File: src/rtl/load_store_unit.sv
// RV32I load/store unit: IDLE -> ACCESS -> RESP handshake to a word memory with ack timeout.
// Define MISALIGN_TRAP_EN to turn misaligned H/HU/W accesses into error responses instead of aligning them.
module load_store_unit #(
  parameter int unsigned ACK_TIMEOUT = 255
) (
  input  logic        clk,
  input  logic        rst_n,
  input  logic        req_valid,
  output logic        req_ready,
  input  logic        req_store,
  input  logic [2:0]  req_funct3,
  input  logic [31:0] req_addr,
  input  logic [31:0] req_wdata,
  output logic        mem_req,
  output logic        mem_we,
  output logic [31:0] mem_addr,
  output logic [31:0] mem_wdata,
  output logic [3:0]  mem_wmask,
  input  logic [31:0] mem_rdata,
  input  logic        mem_ack,
  output logic        resp_valid,
  output logic [31:0] resp_rdata,
  output logic        resp_err
);

  typedef enum logic [1:0] {IDLE, ACCESS, RESP} state_t;

  localparam logic [15:0] LAST_CNT = 16'(ACK_TIMEOUT - 1);

  state_t      state, state_d;
  logic [15:0] cnt, cnt_d;
  logic        store_q, store_d;
  logic [2:0]  f3_q, f3_d;
  logic [1:0]  off_q, off_d;

  logic        req_ready_d, mem_req_d, mem_we_d, resp_valid_d, resp_err_d;
  logic [31:0] mem_addr_d, mem_wdata_d, resp_rdata_d;
  logic [3:0]  mem_wmask_d;

  logic        illegal;
  logic [31:0] lane_wdata;
  logic [3:0]  lane_mask;
  logic [7:0]  ld_byte;
  logic [15:0] ld_half;
  logic [31:0] ld_data;

  // Request decode; low address bits beyond the access width are simply ignored
  always_comb begin
    case (req_funct3)
      3'b000, 3'b001, 3'b010: illegal = 1'b0;
      3'b100, 3'b101:         illegal = req_store;
      default:                illegal = 1'b1;
    endcase
`ifdef MISALIGN_TRAP_EN
    if (req_funct3[1:0] == 2'b01 && req_addr[0])        illegal = 1'b1;
    if (req_funct3 == 3'b010 && req_addr[1:0] != 2'b00) illegal = 1'b1;
`endif
  end

  always_comb begin
    lane_wdata = req_wdata;
    lane_mask  = 4'b1111;
    case (req_funct3[1:0])
      2'b00: begin
        lane_wdata = {4{req_wdata[7:0]}};
        lane_mask  = 4'b0001 << req_addr[1:0];
      end
      2'b01: begin
        lane_wdata = {2{req_wdata[15:0]}};
        lane_mask  = req_addr[1] ? 4'b1100 : 4'b0011;
      end
      default: ;
    endcase
  end

  // Load extraction from the acknowledged word using the latched width/offset
  always_comb begin
    ld_byte = 8'(mem_rdata >> {off_q, 3'b000});
    ld_half = off_q[1] ? mem_rdata[31:16] : mem_rdata[15:0];
    case (f3_q)
      3'b000:  ld_data = {{24{ld_byte[7]}}, ld_byte};
      3'b001:  ld_data = {{16{ld_half[15]}}, ld_half};
      3'b100:  ld_data = {24'h0, ld_byte};
      3'b101:  ld_data = {16'h0, ld_half};
      default: ld_data = mem_rdata;
    endcase
  end

  always_comb begin
    state_d      = state;
    cnt_d        = cnt;
    store_d      = store_q;
    f3_d         = f3_q;
    off_d        = off_q;
    req_ready_d  = req_ready;
    mem_req_d    = mem_req;
    mem_we_d     = mem_we;
    mem_addr_d   = mem_addr;
    mem_wdata_d  = mem_wdata;
    mem_wmask_d  = mem_wmask;
    resp_valid_d = 1'b0;
    resp_rdata_d = resp_rdata;
    resp_err_d   = resp_err;
    case (state)
      IDLE: begin
        if (req_valid) begin
          store_d     = req_store;
          f3_d        = req_funct3;
          off_d       = req_addr[1:0];
          cnt_d       = '0;
          req_ready_d = 1'b0;
          if (illegal) begin
            state_d      = RESP;
            resp_valid_d = 1'b1;
            resp_err_d   = 1'b1;
            resp_rdata_d = '0;
          end else begin
            state_d     = ACCESS;
            mem_req_d   = 1'b1;
            mem_we_d    = req_store;
            mem_addr_d  = {req_addr[31:2], 2'b00};
            mem_wdata_d = req_store ? lane_wdata : '0;
            mem_wmask_d = req_store ? lane_mask : 4'b0000;
          end
        end
      end
      ACCESS: begin
        if (mem_ack || cnt == LAST_CNT) begin
          state_d      = RESP;
          mem_req_d    = 1'b0;
          mem_we_d     = 1'b0;
          mem_addr_d   = '0;
          mem_wdata_d  = '0;
          mem_wmask_d  = 4'b0000;
          resp_valid_d = 1'b1;
          // ack wins over a simultaneous timeout
          resp_err_d   = !mem_ack;
          resp_rdata_d = (mem_ack && !store_q) ? ld_data : '0;
        end else begin
          cnt_d = cnt + 16'd1;
        end
      end
      RESP: begin
        state_d      = IDLE;
        cnt_d        = '0;
        req_ready_d  = 1'b1;
        resp_rdata_d = '0;
        resp_err_d   = 1'b0;
      end
      default: begin
        state_d     = IDLE;
        cnt_d       = '0;
        req_ready_d = 1'b1;
        mem_req_d   = 1'b0;
      end
    endcase
  end

  always_ff @(posedge clk) begin
    if (!rst_n) begin
      state      <= IDLE;
      cnt        <= '0;
      store_q    <= 1'b0;
      f3_q       <= '0;
      off_q      <= '0;
      req_ready  <= 1'b1;
      mem_req    <= 1'b0;
      mem_we     <= 1'b0;
      mem_addr   <= '0;
      mem_wdata  <= '0;
      mem_wmask  <= '0;
      resp_valid <= 1'b0;
      resp_rdata <= '0;
      resp_err   <= 1'b0;
    end else begin
      state      <= state_d;
      cnt        <= cnt_d;
      store_q    <= store_d;
      f3_q       <= f3_d;
      off_q      <= off_d;
      req_ready  <= req_ready_d;
      mem_req    <= mem_req_d;
      mem_we     <= mem_we_d;
      mem_addr   <= mem_addr_d;
      mem_wdata  <= mem_wdata_d;
      mem_wmask  <= mem_wmask_d;
      resp_valid <= resp_valid_d;
      resp_rdata <= resp_rdata_d;
      resp_err   <= resp_err_d;
    end
  end

endmodule

File: config.mk
export PLATFORM = sky130hd
export DESIGN_NAME = load_store_unit
export DESIGN_NICKNAME = d
export VERILOG_FILES = /design/src/rtl/load_store_unit.sv
export SDC_FILE = /design/constraint.sdc
export NUM_CORES = 1
export LEC_CHECK = 0
export CORE_UTILIZATION = 48
export CTS_CLUSTER_SIZE = 24
export DETAILED_ROUTE_END_ITERATION = 7
export GPL_ROUTABILITY_DRIVEN = 1
export PLACE_DENSITY = 0.86
export RECOVER_POWER = 25
export SYNTH_ARGS = -nofsm -noshare
export SYNTH_HDL_FRONTEND = slang
export SYNTH_SLANG_ARGS = --single-unit
File: constraint.sdc
create_clock -name clk -period 3.8 [get_ports clk]
set_clock_uncertainty 0.1 [all_clocks]
set_input_delay 0.76 -clock clk [delete_from_list [all_inputs] [get_ports clk]]
set_output_delay 0.76 -clock clk [all_outputs]
set_load 0.1 [all_outputs]
# Word level (Yosys, flattened, before mapping)
# Cells that the tools add are included.
[op_classes]
addsub = 1
multipliers = 0
n_div = 0
n_lt_le_gt_ge = 0
n_eq_ne = 16
shifts = 2
n_mux = 48
n_bitwise = 2
n_reduce_logical = 19
[ops]
columns = ["operator", "n"]
rows = [
  ["$mux W32", 10],
  ["$pmux W32 S2", 3],
  ["$pmux W32 S4", 1],
  ["$pmux W32 S3", 1],
  ["$mux W16", 3],
  ["$pmux W16 S2", 1],
  ["$shr A32 B5 Y8", 1],
  ["$mux W4", 5],
  ["$add A16 B1 Y16 const B", 1],
  ["$eq A16 B8 Y1 const B", 1],
  ["$pmux W4 S2", 2],
  ["$eq A3 B3 Y1 const B", 4],
  ["$mux W1", 12],
  ["$reduce_and A4 Y1", 3],
  ["$ne A2 B2 Y1 const B", 5],
  ["$pmux W1 S2", 4],
  ["$reduce_and A2 Y1", 4],
  ["$eq A3 B1 Y1 const B", 2],
  ["$logic_not A3 Y1", 2],
  ["$mux W2", 3],
  ["$pmux W1 S3", 2],
  ["$eq A2 B1 Y1 const B", 2],
  ["$logic_not A2 Y1", 2],
  ["$pmux W2 S2", 1],
  ["other kinds (11)", 13],
]
[word_totals]
regBits = 129
latch_bits = 0
mem_bits_rw = 0
romBits = 0
inputBits = 104
output_inout_bits = 105
wordCells = 102
mem_count = 0

# Logic depth before layout (Yosys ltp)
# Gate-level depths: netlist of run 1.
[depth]
word_depth = 6
depth_mapped = 10
depth_no_buf = 7

# Worst setup path before layout of run 1
# Ideal clock, no wire load.
[synth_timing]
kind = "input-to-reg"
start = "in req_funct3[1]"
end = "reg mem_addr[20]"
setup_time_ns = 0.118
arrival_time_ns = 2.081
required_ns = 3.582
path_slack_ns = 1.501
stages = 8
n_path_buf = 3
path_cell_list = "clkbuf_1 a21oi_1 o211ai_1 a22o_1 and2_4 buf_6 buf_6 a22o_1"
[synth_via]
elab_chain_len = 5
word_cells_on_any_way = 10
cone_classes = "eq/ne: 5; mux: 1; reduce/logical: 4"
[synth_rtl]
columns = ["element", "line_no", "rtl"]
rows = [
  ["start: declaration", "11", "input logic [2:0] req_funct3,"],
  ["$eq A3 B1 Y1 (tied with other cells)", "49", "case (req_funct3)"],
  ["$reduce_or A3 Y1 or $reduce_or A2 Y1 (tied branches)", "49", ""],
  ["$pmux W1 S2 (*)", "49", ""],
  ["$ne A2 B2 Y1 (no source line) (*)", "n/a", ""],
  ["$reduce_and A4 Y1 (no source line) (*)", "n/a", ""],
  ["end signal: assignment", "184", "mem_addr <= mem_addr_d;"],
  ["end: declaration", "16", "output logic [31:0] mem_addr,"],
]
# Mark *: on every way between the ends. The rest lies on a longest branch, timed or not.
# A chain may end at the register's enable or synchronous reset.

# Final worst setup path of run 1
[layout_timing]
start = "in req_funct3[1]"
end = "reg mem_addr[15]"
# Same word-level chain as after synthesis.

==> results.cfg, run 1 <==
[global_route]
use_met3_pct = 9.60
grt_pass1_vias = 5356
grt_overflow = 0
gr-usage-met2_pct = 46.9
antenna_found_initial = 0
grt_usage_pct = 28.1
grt_pass1_wl_um = 25900
grt_max_degree = 67
busiest_layer = met2
gr-usage-met1_pct = 32.4

[synth]
synth_cell_types = 52
ys.flop_type = dfxtp_1
synth_xor_area_share_pct = 0.158
syn_area_sq_mm = 0.00556
synth.area.mux_share_pct = 6.57
synthAdderAreaFrac_pct = 1.13
async_flop_share_pct = 0
ys_ff_latch = 127
synth_top_family_by_area = compound AO/OA/AOI/OAI gates
synth-seq-area-share_pct = 45.7
synth-simple-area-share_pct = 16.4
synth_edf_count = 0
syn_avg_cell_area_sq_um = 9.16
synthCells = 607
ys_warn_count = 0
synth_compound_area_share_pct = 24.7

[pwr]
switching_power_mw = 1.38
internal_power_mw = 2.68
swShare_pct = 33.9
power_frac_seq_pct = 36.0
share_comb_of_total_power_pct = 27.0
power.share.clock_pct = 37.0
p_per_area_mw_per_mm2 = 497
leakagePower_nw = 3.08
vdd_drop_max_mv = 0.323

[sta]
fin_crit_ns = 3.03
maxSlewHeadroom_pct = 16.1
tightest_slew_ns = 1.26
fmax_ghz = 0.330
worst_slack_ns = 0.772
rsz0062_at_grt = false
setup_viol = 0
fin_crit_sh_pct = 79.7
drv_slew = 0
finalSetupTns_ns = 0
hold_viol = 0

[min_path]
hp-class = flip-flop to flip-flop
min_from = resp_rdata[20]
worstHoldPathCells = 2
holdPathEnd = resp_rdata[20]

[finish]
n_antenna_cell = 0
area_growth_pct = 47.1
nNetsFinal = 902
drive_gt1_share_pct = 5.60

[cts]
cts_tree = yes
worstSkewPairLatency_ns = 0.40
cts_setup_buffers = 0
cts_hold_buf = 0
ctsResizeCount = 0
cts_root_buf = clkbuf_16
cts.sinks = 127
cts_buffer_depth = 2
h-tree-depth = 4
cts_buffers = 17
path_clk_slew_ns = 0.05

[floorplanning]
dieArea_sq_mm = 0.0120
core_sq_mm = 0.0111
core.rowCount = 38
start_util_pct = 50.2
die_w_um = 110
io_pins = 209
die_h_um = 110

[critical_path]
arrival_ns = 3.27
reg2reg_slack_ns = 0.92
reg2reg_to = mem_addr[15]
cp.required_ns = 4.05
r2r_cells = 6
cp-end-kind = flip-flop
timing.rr.start = state[1]
cp_max_fo = 66
worstSetupPathType = primary input to flip-flop
critPathLaunchType = primary input

[route]
drtPass1Iterations = 5
drc = 0
wl_per_cell_um = 17.9
drt-total-wl_um = 16800
vias = 5458
drtIter0Drc = 323
antenna_left = 0
detail_route.vias_per_cell = 5.79

[run_status]
outcome = completed

[place]
gp_congestion = 0.921
port-buffer-count = 206
pre_cts_slack_ns = 0.607
dp_hpwl_um = 11800

[flow_run]
maxCapViolations = 0
==> area by class of cell <==
class                           count  area (sq um)
Sequential cell                   127          2540
Clock inverter                      7          62.6
Inverter                           17          63.8
Timing Repair Buffer              214          2120
Multi-Input combinational cell    416          2730
Fill cell                         786          2900
Tap cell                          140           175
Clock buffer                       22           484
==> power groups by stage <==
stage                     registers (mW)  logic, mW  clock network (mW)
after floorplan                     1.88      0.381                   0
after global placement              1.48       1.07                   0
after detailed placement            1.49       1.09                   0
after CTS                           1.46       1.09                1.52
after global routing                1.47       1.15                1.58
final                               1.46       1.10                1.50
==> cell families (layout without fill, tap and decap cells) <==
kind of cell	Yosys count	count (layout)
adders and majority gates	5	5
buffers and inverters	65	260
and+or+nand+nor	185	185
AOI/OAI and AO/OA	188	188
muxes	35	35
xor gates and xnor gates	1	1
DFF	127	127
other	1	2
==> worst max-delay path, cell delays in order <==
cell           delay, ns
dlygate4sd3_1       0.61
a21oi_1             0.15
o211ai_1            0.20
a22o_1              0.22
and2_2              1.01
a22o_1              0.29
==> layout by cell type (no fill, tap or decap), types with 3 or more instances in the layout <==
cell	count
a21o_1	17
a21oi_1	31
a22o_1	47
buf_4	7
clkbuf_16	17
clkbuf_8	4
clkdlybuf4s50_1	204
clkinv_2	5
dfxtp_1	127
ha_1	5
inv_1	17
mux2i_1	32
nand2_1	57
nand2b_1	6
nand3_1	60
nor2_1	20
nor2b_1	3
nor3_1	11
o211ai_1	3
o21ai_0	25
o221ai_1	7
o2bb2ai_1	20
o31ai_1	22
or3_1	12
==> layer usage <==
layer  part of all wire, %  routed length [um]
met5                     0                   0
met4                   2.2                 373
met3                   9.0                1520
met2                    48                8040
met1                    41                6910
==> worst max-delay path by stage <==
stage                  start            end  slack (ns)  depth (start not counted)
2_1_floorplan  req_funct3[1]   mem_addr[20]        1.50                          8
3_5_place_dp   req_funct3[1]   mem_addr[13]        0.61                          5
3_3_place_gp   req_funct3[1]    mem_addr[7]        0.73                          5
5_1_grt        req_funct3[1]   mem_addr[15]        0.64                          6
6_report       req_funct3[1]   mem_addr[15]        0.77                          6
4_1_cts        mem_wdata[29]  mem_wdata[29]        0.98                          1
==> flip-flops by register name, summed over array words and instances, names as in the netlist, 2 cells and up <==
register and count:
cnt 16, resp_rdata 32, mem_wdata 32, mem_wmask 4, off_q 2, state 2
f3_q 3, mem_addr 30
==> per-stage QoR <==
stage | power [mW] | cells | hold slack (ns) | util, % | instance area (sq um)
CTS | 4.08 | 943 | 0.356 | 73.9 | 8180
floorplan | 2.26 | 608 | 0.331 | - | 5560
detailed placement | 2.57 | 914 | 0.344 | 68.9 | 7630
global placement | 2.55 | 914 | 0.337 | 68.9 | 7630
global route | 4.20 | 943 | 0.373 | 73.8 | 8180
finish | 4.06 | 943 | 0.353 | 73.8 | 8180
==> Yosys cell counts (2+ instances only) <==
| cell | instances | area share (%) |
|---|---|---|
| a21o_1 | 17 | 2.3 |
| a21oi_1 | 31 | 2.8 |
| a221o_1 | 2 | 0.36 |
| a22o_1 | 47 | 7.4 |
| and4_1 | 2 | 0.32 |
| buf_1 | 4 | 0.27 |
| buf_2 | 14 | 1.3 |
| buf_4 | 2 | 0.27 |
| buf_6 | 3 | 0.61 |
| clkbuf_1 | 25 | 1.7 |
| dfxtp_1 | 127 | 46 |
| ha_1 | 5 | 1.1 |
| inv_1 | 17 | 1.1 |
| mux2_2 | 2 | 0.41 |
| mux2i_1 | 32 | 5.8 |
| nand2_1 | 57 | 3.8 |
| nand2b_1 | 6 | 0.68 |
| nand3_1 | 60 | 5.4 |
| nand4_1 | 2 | 0.23 |
| nor2_1 | 21 | 1.4 |
| nor2b_1 | 3 | 0.34 |
| nor3_1 | 11 | 0.99 |
| nor3b_1 | 2 | 0.27 |
| nor4_2 | 2 | 0.45 |
| o211ai_1 | 3 | 0.41 |
| o21ai_0 | 24 | 2.2 |
| o21ai_1 | 2 | 0.18 |
| o221ai_1 | 7 | 1.1 |
| o22ai_1 | 2 | 0.23 |
| o2bb2ai_1 | 20 | 3.2 |
| o31ai_1 | 22 | 3.0 |
| or3_1 | 12 | 1.4 |
| or4_1 | 2 | 0.27 |
Power figures use the tool's default switching activity.
==> run 2, diff against run 1 <==
CORE_UTILIZATION = 40   (was 48)
PLACE_DENSITY = 0.77   (was 0.86)
clock period = 2.46 ns   (was 3.8 ns; I/O delays follow)
==> results.cfg, run 2 (synthesis results as in run 1) <==
[route]
detail_route.vias_per_cell = 5.47
drtPass1Iterations = 5
drt-total-wl_um = 16800
drtIter0Drc = 315
wl_per_cell_um = 16.7
drc = 0
vias = 5509
antenna_left = 0

[sta]
finalSetupTns_ns = 0
worst_slack_ns = 0.215
fin_crit_ns = 2.25
rsz0062_at_grt = false
tightest_slew_ns = 1.04
maxSlewHeadroom_pct = 30.3
drv_slew = 0
fin_crit_sh_pct = 91.3
fmax_ghz = 0.445
hold_slack_ns = 0.357
hold_viol = 0
setup_viol = 0

[cts]
worstSkewPairLatency_ns = 0.41
cts_tree = yes
cts_buffer_depth = 2
h-tree-depth = 4
cts_root_buf = clkbuf_16
cts.sinks = 127
path_clk_slew_ns = 0.06
cts_buffers = 17
cts_hold_buf = 0

[critical_path]
crit_path_start = req_funct3[1]
worstSetupPathType = primary input to flip-flop
cp_cell_sequence = clkdlybuf4s50_1, a21oi_1, o211ai_1, a22o_1, and2_4, a22o_1
critPathSlowestCell = and2_4
cp_max_fo = 66
timing.rr.start = state[1]
slowest_delay_ns = 0.60
cp-end-kind = flip-flop
crit_path_frequent_cell = a22o_1
critPathLaunchType = primary input
r2r_cells = 6
cp.required_ns = 2.71
arrival_ns = 2.50

[floorplanning]
start_util_pct = 41.5
core_sq_mm = 0.0134
io_pins = 209
core.rowCount = 42
dieArea_sq_mm = 0.0144
die_w_um = 120
die_h_um = 120

[min_path]
hp-class = flip-flop to flip-flop
worstHoldPathCells = 2
min_from = resp_rdata[17]

[place]
dp_hpwl_um = 12200
gp_congestion = 0.837
port-buffer-count = 206
pre_cts_slack_ns = -0.423
dpl.cell_count = 976
postPlaceCellArea_sq_mm = 0.00765

[flow_run]
maxCapViolations = 0

[finish]
utilization_pct = 61.2
area_growth_pct = 47.5
n_antenna_cell = 0
reg_top3 = mem_wdata x32, resp_rdata x32, mem_addr x30
final_common_cell = dfxtp_1
stdcell_area_sq_mm = 0.00820
mostFrequentLayoutCells = dfxtp_1 (127), clkdlybuf4s50_1 (103), buf_4 (84)
nNetsFinal = 929
instances_no_fill = 1008
drive_gt1_share_pct = 21.4

[global_route]
grt_pass1_vias = 5379
grt_usage_pct = 23.6
grt_pass1_wl_um = 26600
antenna_found_initial = 0
grt_overflow = 0
grt_max_degree = 67

[pwr]
p_per_area_mw_per_mm2 = 822
finalPower_mw = 6.74
vdd_drop_max_mv = 0.470
leakagePower_nw = 3.42

[run_status]
outcome = completed
[run 2: cell count changes in the layout (fill, tap and decap cells not counted), sizes merged, moves of 2 or more]
cell and delta:
bufinv +4, clkbuf +49, clkinv -2, clkdlybuf4s50 -101, dlygate4sd3 -2, buf +80
[run 2: report_power, final]
| part | leakage [nW] | switching [mW] | internal [mW] |
|---|---|---|---|
| registers | 1.03 | 0.0740 | 2.17 |
| logic | 2.08 | 1.22 | 0.531 |
| clock network | 0.315 | 0.885 | 1.87 |
[run 2: repair_timing]
| item | in CTS | in global routing |
|---|---|---|
| hold endpoints to repair | 0 | 0 |
| endpoints found under the setup margin | 0 | 56 |
| buffers inserted | 0 | 1 |
| gates resized for setup | 0 | 3 |
[run 2: area by class of cell]
type	instances	area [sq um]
fillers	1147	5200
multi-input cells	416	2740
repair buffers	241	1980
clock buffers	21	470
well taps	176	220
clock inverters	10	184
flip-flops and latches	127	2540
inverters	17	63.8
[run 2: worst paths after layout]
check | slack [ns] | to
worst min register to register | 0.36 | resp_rdata[17]
worst min-delay path | 0.36 | resp_rdata[17]
worst max register to register | 0.23 | mem_addr[12]
worst max-delay path | 0.21 | mem_addr[12]
[run 2: critical path: cells and delay by family]
kind | cells | cell delay [ns]
AOI/OAI and AO/OA | 4 | 0.82
buffers and inverters | 1 | 0.54
and+or+nand+nor | 1 | 0.60
[run 2: metal layers]
| layer | track usage, % | wire length, um | vias up |
|---|---|---|---|
| li1 | - | - | 2671 |
| met1 | 27.5 | 7080 | 2594 |
| met2 | 38.9 | 8110 | 214 |
| met3 | 7.41 | 1250 | 30 |
| met4 | 11.8 | 392 | 0 |
| met5 | 0 | 0 | - |
==> run 3, diff against run 2 <==
GPL_TIMING_DRIVEN = 0   (was not set)
RECOVER_POWER = 50   (was 25)
==> results.cfg, run 3 (synthesis results as in run 1) <==
[run_status]
outcome = completed

[pwr]
finalPower_mw = 6.89
p_per_area_mw_per_mm2 = 867
leakagePower_nw = 3.06
vdd_drop_max_mv = 0.460

[floorplanning]
core.rowCount = 42
dieArea_sq_mm = 0.0144
start_util_pct = 41.5
die_w_um = 120
die_h_um = 120
io_pins = 209
core_sq_mm = 0.0134

[critical_path]
cp_cell_sequence = dlygate4sd2_1
critPathSlowestCell = dlygate4sd2_1
cp_num_buf_inv = 1
arrival_ns = 1.68
timing.rr.start = cnt[0]
worstSetupPathType = flip-flop to primary output
critPathLaunchType = flip-flop
crit_cells = 1
cp.required_ns = 1.87
path_delay_family = buffers and inverters
reg2reg_slack_ns = 0.22
r2r_cells = 9
cp_max_fo = 2
cp-end-kind = primary output
reg2reg_to = mem_addr[28]
slowest_delay_ns = 0.91

[route]
drt-total-wl_um = 17900
antenna_left = 0
drtPass1Iterations = 5
vias = 5693
wl_per_cell_um = 17.6
detail_route.vias_per_cell = 5.58
drc = 0
drtIter0Drc = 343

[min_path]
min_from = resp_rdata[17]
worstHoldPathCells = 2
hp-class = flip-flop to flip-flop
holdPathEnd = resp_rdata[17]

[finish]
utilization_pct = 59.3
seq_area_sq_mm = 0.00254
area_growth_pct = 42.9
mostFrequentLayoutCells = dfxtp_1 (127), clkbuf_1 (123), clkdlybuf4s50_1 (101)
nNetsFinal = 941
multiInputGateArea_sq_mm = 0.00274
n_antenna_cell = 0
drive_gt1_share_pct = 7.10
reg_top3 = mem_wdata x32, resp_rdata x32, mem_addr x30
instances_no_fill = 1021
stdcell_area_sq_mm = 0.00794
nFillCells = 1231
final_common_cell = dfxtp_1

[global_route]
grt_pass1_vias = 5657
grt_max_degree = 17
grt_usage_pct = 25.3
grt_overflow = 0
busiest_layer = met2
gr-usage-met2_pct = 43.3
use_met3_pct = 8.46
grt_pass1_wl_um = 28300
gr-usage-met1_pct = 28.5
antenna_found_initial = 0

[sta]
setup_viol = 0
rsz0062_at_grt = false
maxSlewHeadroom_pct = 18.7
fin_crit_sh_pct = 92.5
hold_slack_ns = 0.354
finalSetupTns_ns = 0
worst_slack_ns = 0.185
hold_viol = 0
fin_crit_ns = 2.27
fmax_ghz = 0.440
drv_slew = 0
tightest_slew_ns = 1.22

[place]
gp_congestion = 0.938
pre_cts_slack_ns = -0.172
postPlaceCellArea_sq_mm = 0.00784
dp_hpwl_um = 13400
port-buffer-count = 205
dpl.cell_count = 989

[cts]
cts_setup_buffers = 0
path_clk_slew_ns = 0.06
h-tree-depth = 4
cts_tree = yes
cts_hold_buf = 0
cts_root_buf = clkbuf_16
worstSkewPairLatency_ns = 0.42
cts_buffers = 17
cts.sinks = 127
cts_buffer_depth = 2

[flow_run]
maxCapViolations = 0
## run 3: cell types whose count changed in the layout (fill, tap and decap cells not counted), moves of 2 or more
cell | before | now
bufinv_16 | 5 | 7
buf_2 | 0 | 14
clkinvlp_4 | 2 | 0
buf_6 | 0 | 3
buf_4 | 84 | 2
buf_12 | 3 | 0
clkdlybuf4s50_1 | 103 | 101
dlygate4sd2_1 | 0 | 9
clkbuf_1 | 2 | 123
clkbuf_2 | 50 | 1
## run 3: repair_timing
action                                 in CTS  in global routing
gates resized for setup                   103                  5
endpoints found under the hold margin       0                  0
setup endpoints to repair                 103                 31
## run 3: where the power goes
part           leakage (nW)  switching, mW  internal (mW)
combinational          1.69           1.23          0.447
clock                 0.341          0.922           2.05
sequential             1.03         0.0683           2.17
total                  3.06           2.22           4.66
## run 3: how the worst max path moves through the flow
stage | slack, ns | startpoint | endpoint
5_1_grt | 0.01 | cnt[0] | cnt[4]
3_5_place_dp | -0.17 | req_funct3[0] | mem_addr[17]
6_report | 0.19 | mem_wdata[24] | mem_wdata[24]
3_3_place_gp | -0.14 | req_funct3[0] | mem_addr[31]
4_1_cts | 0.06 | state[0] | cnt[5]
2_1_floorplan | 0.43 | req_funct3[1] | mem_addr[20]
## run 3: area by class of cell
| type | instances | area share [%] |
|---|---|---|
| multi-input cells | 416 | 34.5 |
| well taps | 176 | 2.77 |
| plain buffers | 48 | 2.88 |
| clock buffers | 21 | 5.80 |
| clock inverters | 11 | 2.95 |
| inverters | 17 | 0.803 |
| repair buffers | 205 | 18.3 |
| flip-flops and latches | 127 | 32.0 |
## run 3: layer usage
metal,wire length (um),vias to the layer above
li1,-,2699
met4,421,0
met1,7090,2700
met2,8890,261
met3,1540,33
met5,0,-
==> edit (flow settings as in run 3) <==
Take the reset off `mem_addr` and load it in a clocked block of its own.
--- a/src/rtl/load_store_unit.sv
+++ b/src/rtl/load_store_unit.sv
@@ -167,5 +167,4 @@
       mem_req    <= 1'b0;
       mem_we     <= 1'b0;
-      mem_addr   <= '0;
       mem_wdata  <= '0;
       mem_wmask  <= '0;
@@ -182,5 +181,4 @@
       mem_req    <= mem_req_d;
       mem_we     <= mem_we_d;
-      mem_addr   <= mem_addr_d;
       mem_wdata  <= mem_wdata_d;
       mem_wmask  <= mem_wmask_d;
@@ -191,4 +189,8 @@
   end
 
+  always_ff @(posedge clk) begin
+    mem_addr <= mem_addr_d;
+  end
+
 endmodule
 
Behaviour: not the same (Yosys sat finds a counterexample within 4 cycles, from zero or initial values and one cycle with rst_n low).
==> edit against run 3 <==
- design area up 6.9%
- power shrank 1.7%
- wire length fell by 4.7%
- maximum frequency shrank 4.0%
- sequential cell count is the same
- non-clock buffer count decreased by 4
- clock power decreased by 21%
- area after synthesis increased by 2.4%
- utilization up 1.9 points
- sequential share of layout area rose by 1.5 points
- worst setup slack lost 96 ps
- critical endpoint is now mem_wmask[3]$_SDFFE_PN0P_
- largest cell class is now sequential cells
- largest power group is now sequential cells
==> edit: results (changes against run 3) <==
Drt
  • DR vias: 5,395 (-5.2%)
  • Initial DRC Count: 402 (+17%)
  • WL/cell: 17.08 um (-2.8%)
  • WL final: 17.10 mm (-4.7%)

Synth
  • Seq/Total Area, Yosys: 49.92% (+4.2 points)
  • Post-synth EDFFs: 30 (+30)
  • Mean Syn Cell Area: 9.818 um2 (+7.2%)
  • Synth top area cells: dfxtp_1 34%, edfxtp_1 16%, nor2b_1 4.6%, nand3_1 3.6%, a22o_1 3.5%
  • Leading cell types by count after synthesis: 97 x dfxtp_1, 42 x nor2b_1, 41 x nand3_1, 38 x nand2_1, 35 x o21ai_1

Timing
  • Max-slew headroom at the worst pin: 22.86% (+4.1 points)
  • F_max: 421.9 MHz (-4.0%)
  • Worst hold slack: 352.9 ps (-0.9250 ps)

Setup path
  • Max stage delay cell, worst path: clkdlybuf4s50_1
  • Worst-path maximum fanout: 10 (+8)
  • Worst reg2reg setup slack: 90 ps (-130 ps)
  • Critical path arrival: 2610 ps (+930 ps)

Placed design
  • Placed Area: 7968 um2 (+1.7%)
  • Place WS: -772.0 ps (-599.7 ps)
  • Dpl cells: 965 (-2.4%)
  • Gpl congestion: 0.9312 (-0.77%)

Global routing
  • First-pass GRT wire length: 26.50 mm (-6.4%)
  • Largest net degree at the start of global routing: 31 (+14)

Cells and area
  • Layout cells sized above 1: 8.648% (+1.5 points)
  • Layout Nets: 917 (-2.6%)

Pwr
  • Leakage: 3.441 nW (+12%)
  • VDD IR max: 486.1 uV (+5.7%)

Outcome
  • Status: complete, no violations
edit: cell count changes after synthesis, sizes merged, moves of 18 or more:
cell,before,now
nor2b,3,42
dfxtp,127,97
edfxtp,0,30
a22o,47,23
a21oi,31,9
o21ai,26,48
mux2i,32,12
nand3,60,41
nand2,57,39
edit: tightest hold or removal path, delay by kind of cell (launching register included):
family	cells	cell delay [ps]
AND/OR/NAND/NOR	1	60
flip-flops	1	300
AO/OA/AOI/OAI	1	50
edit: cell families after synthesis:
family          count (synthesis)  share of synthesized area, %
fa+ha+maj                       5                         1.099
buf+inv                        61                         4.812
other cells                     1                       0.06586
simple gates                  197                         18.68
flops                         127                         49.92
compound gates                165                         21.09
mux                            16                         3.098
xor+xnor                        8                         1.231
edit: worst paths after layout:
path / start / end
setup / recovery: req_funct3[1] / mem_wmask[3]$_SDFFE_PN0P_
hold reg to reg: resp_rdata[7]$_SDFFE_PN0P_ / resp_rdata[7]$_SDFFE_PN0P_
setup reg to reg: cnt[0]$_SDFFE_PN0P_ / mem_wmask[3]$_SDFFE_PN0P_
hold / removal: resp_rdata[7]$_SDFFE_PN0P_ / resp_rdata[7]$_SDFFE_PN0P_
edit: layer usage:
layer | up-vias | part of all wire, % | global-route usage, %
met5 | - | 0 | 0
met4 | 0 | 2.5 | 10.88
met3 | 40 | 8.4 | 6.673
met2 | 253 | 47 | 37.39
met1 | 2520 | 42 | 28.46
li1 | 2582 | - | -
edit: cell type report:
type	instances	area (um2)
Fill cell	1226	5390
Sequential cell	127	2843
Multi-Input combinational cell	394	2654
Timing Repair Buffer	207	1931
Clock buffer	19	442.9
Tap cell	180	225.2
Buffer	42	212.7
Clock inverter	13	111.4
Inverter	19	71.32
edit: power by group:
part / switching (mW) / internal (mW)
combinational: 1.56 / 0.480
clock: 0.934 / 1.41
sequential: 0.0642 / 2.32
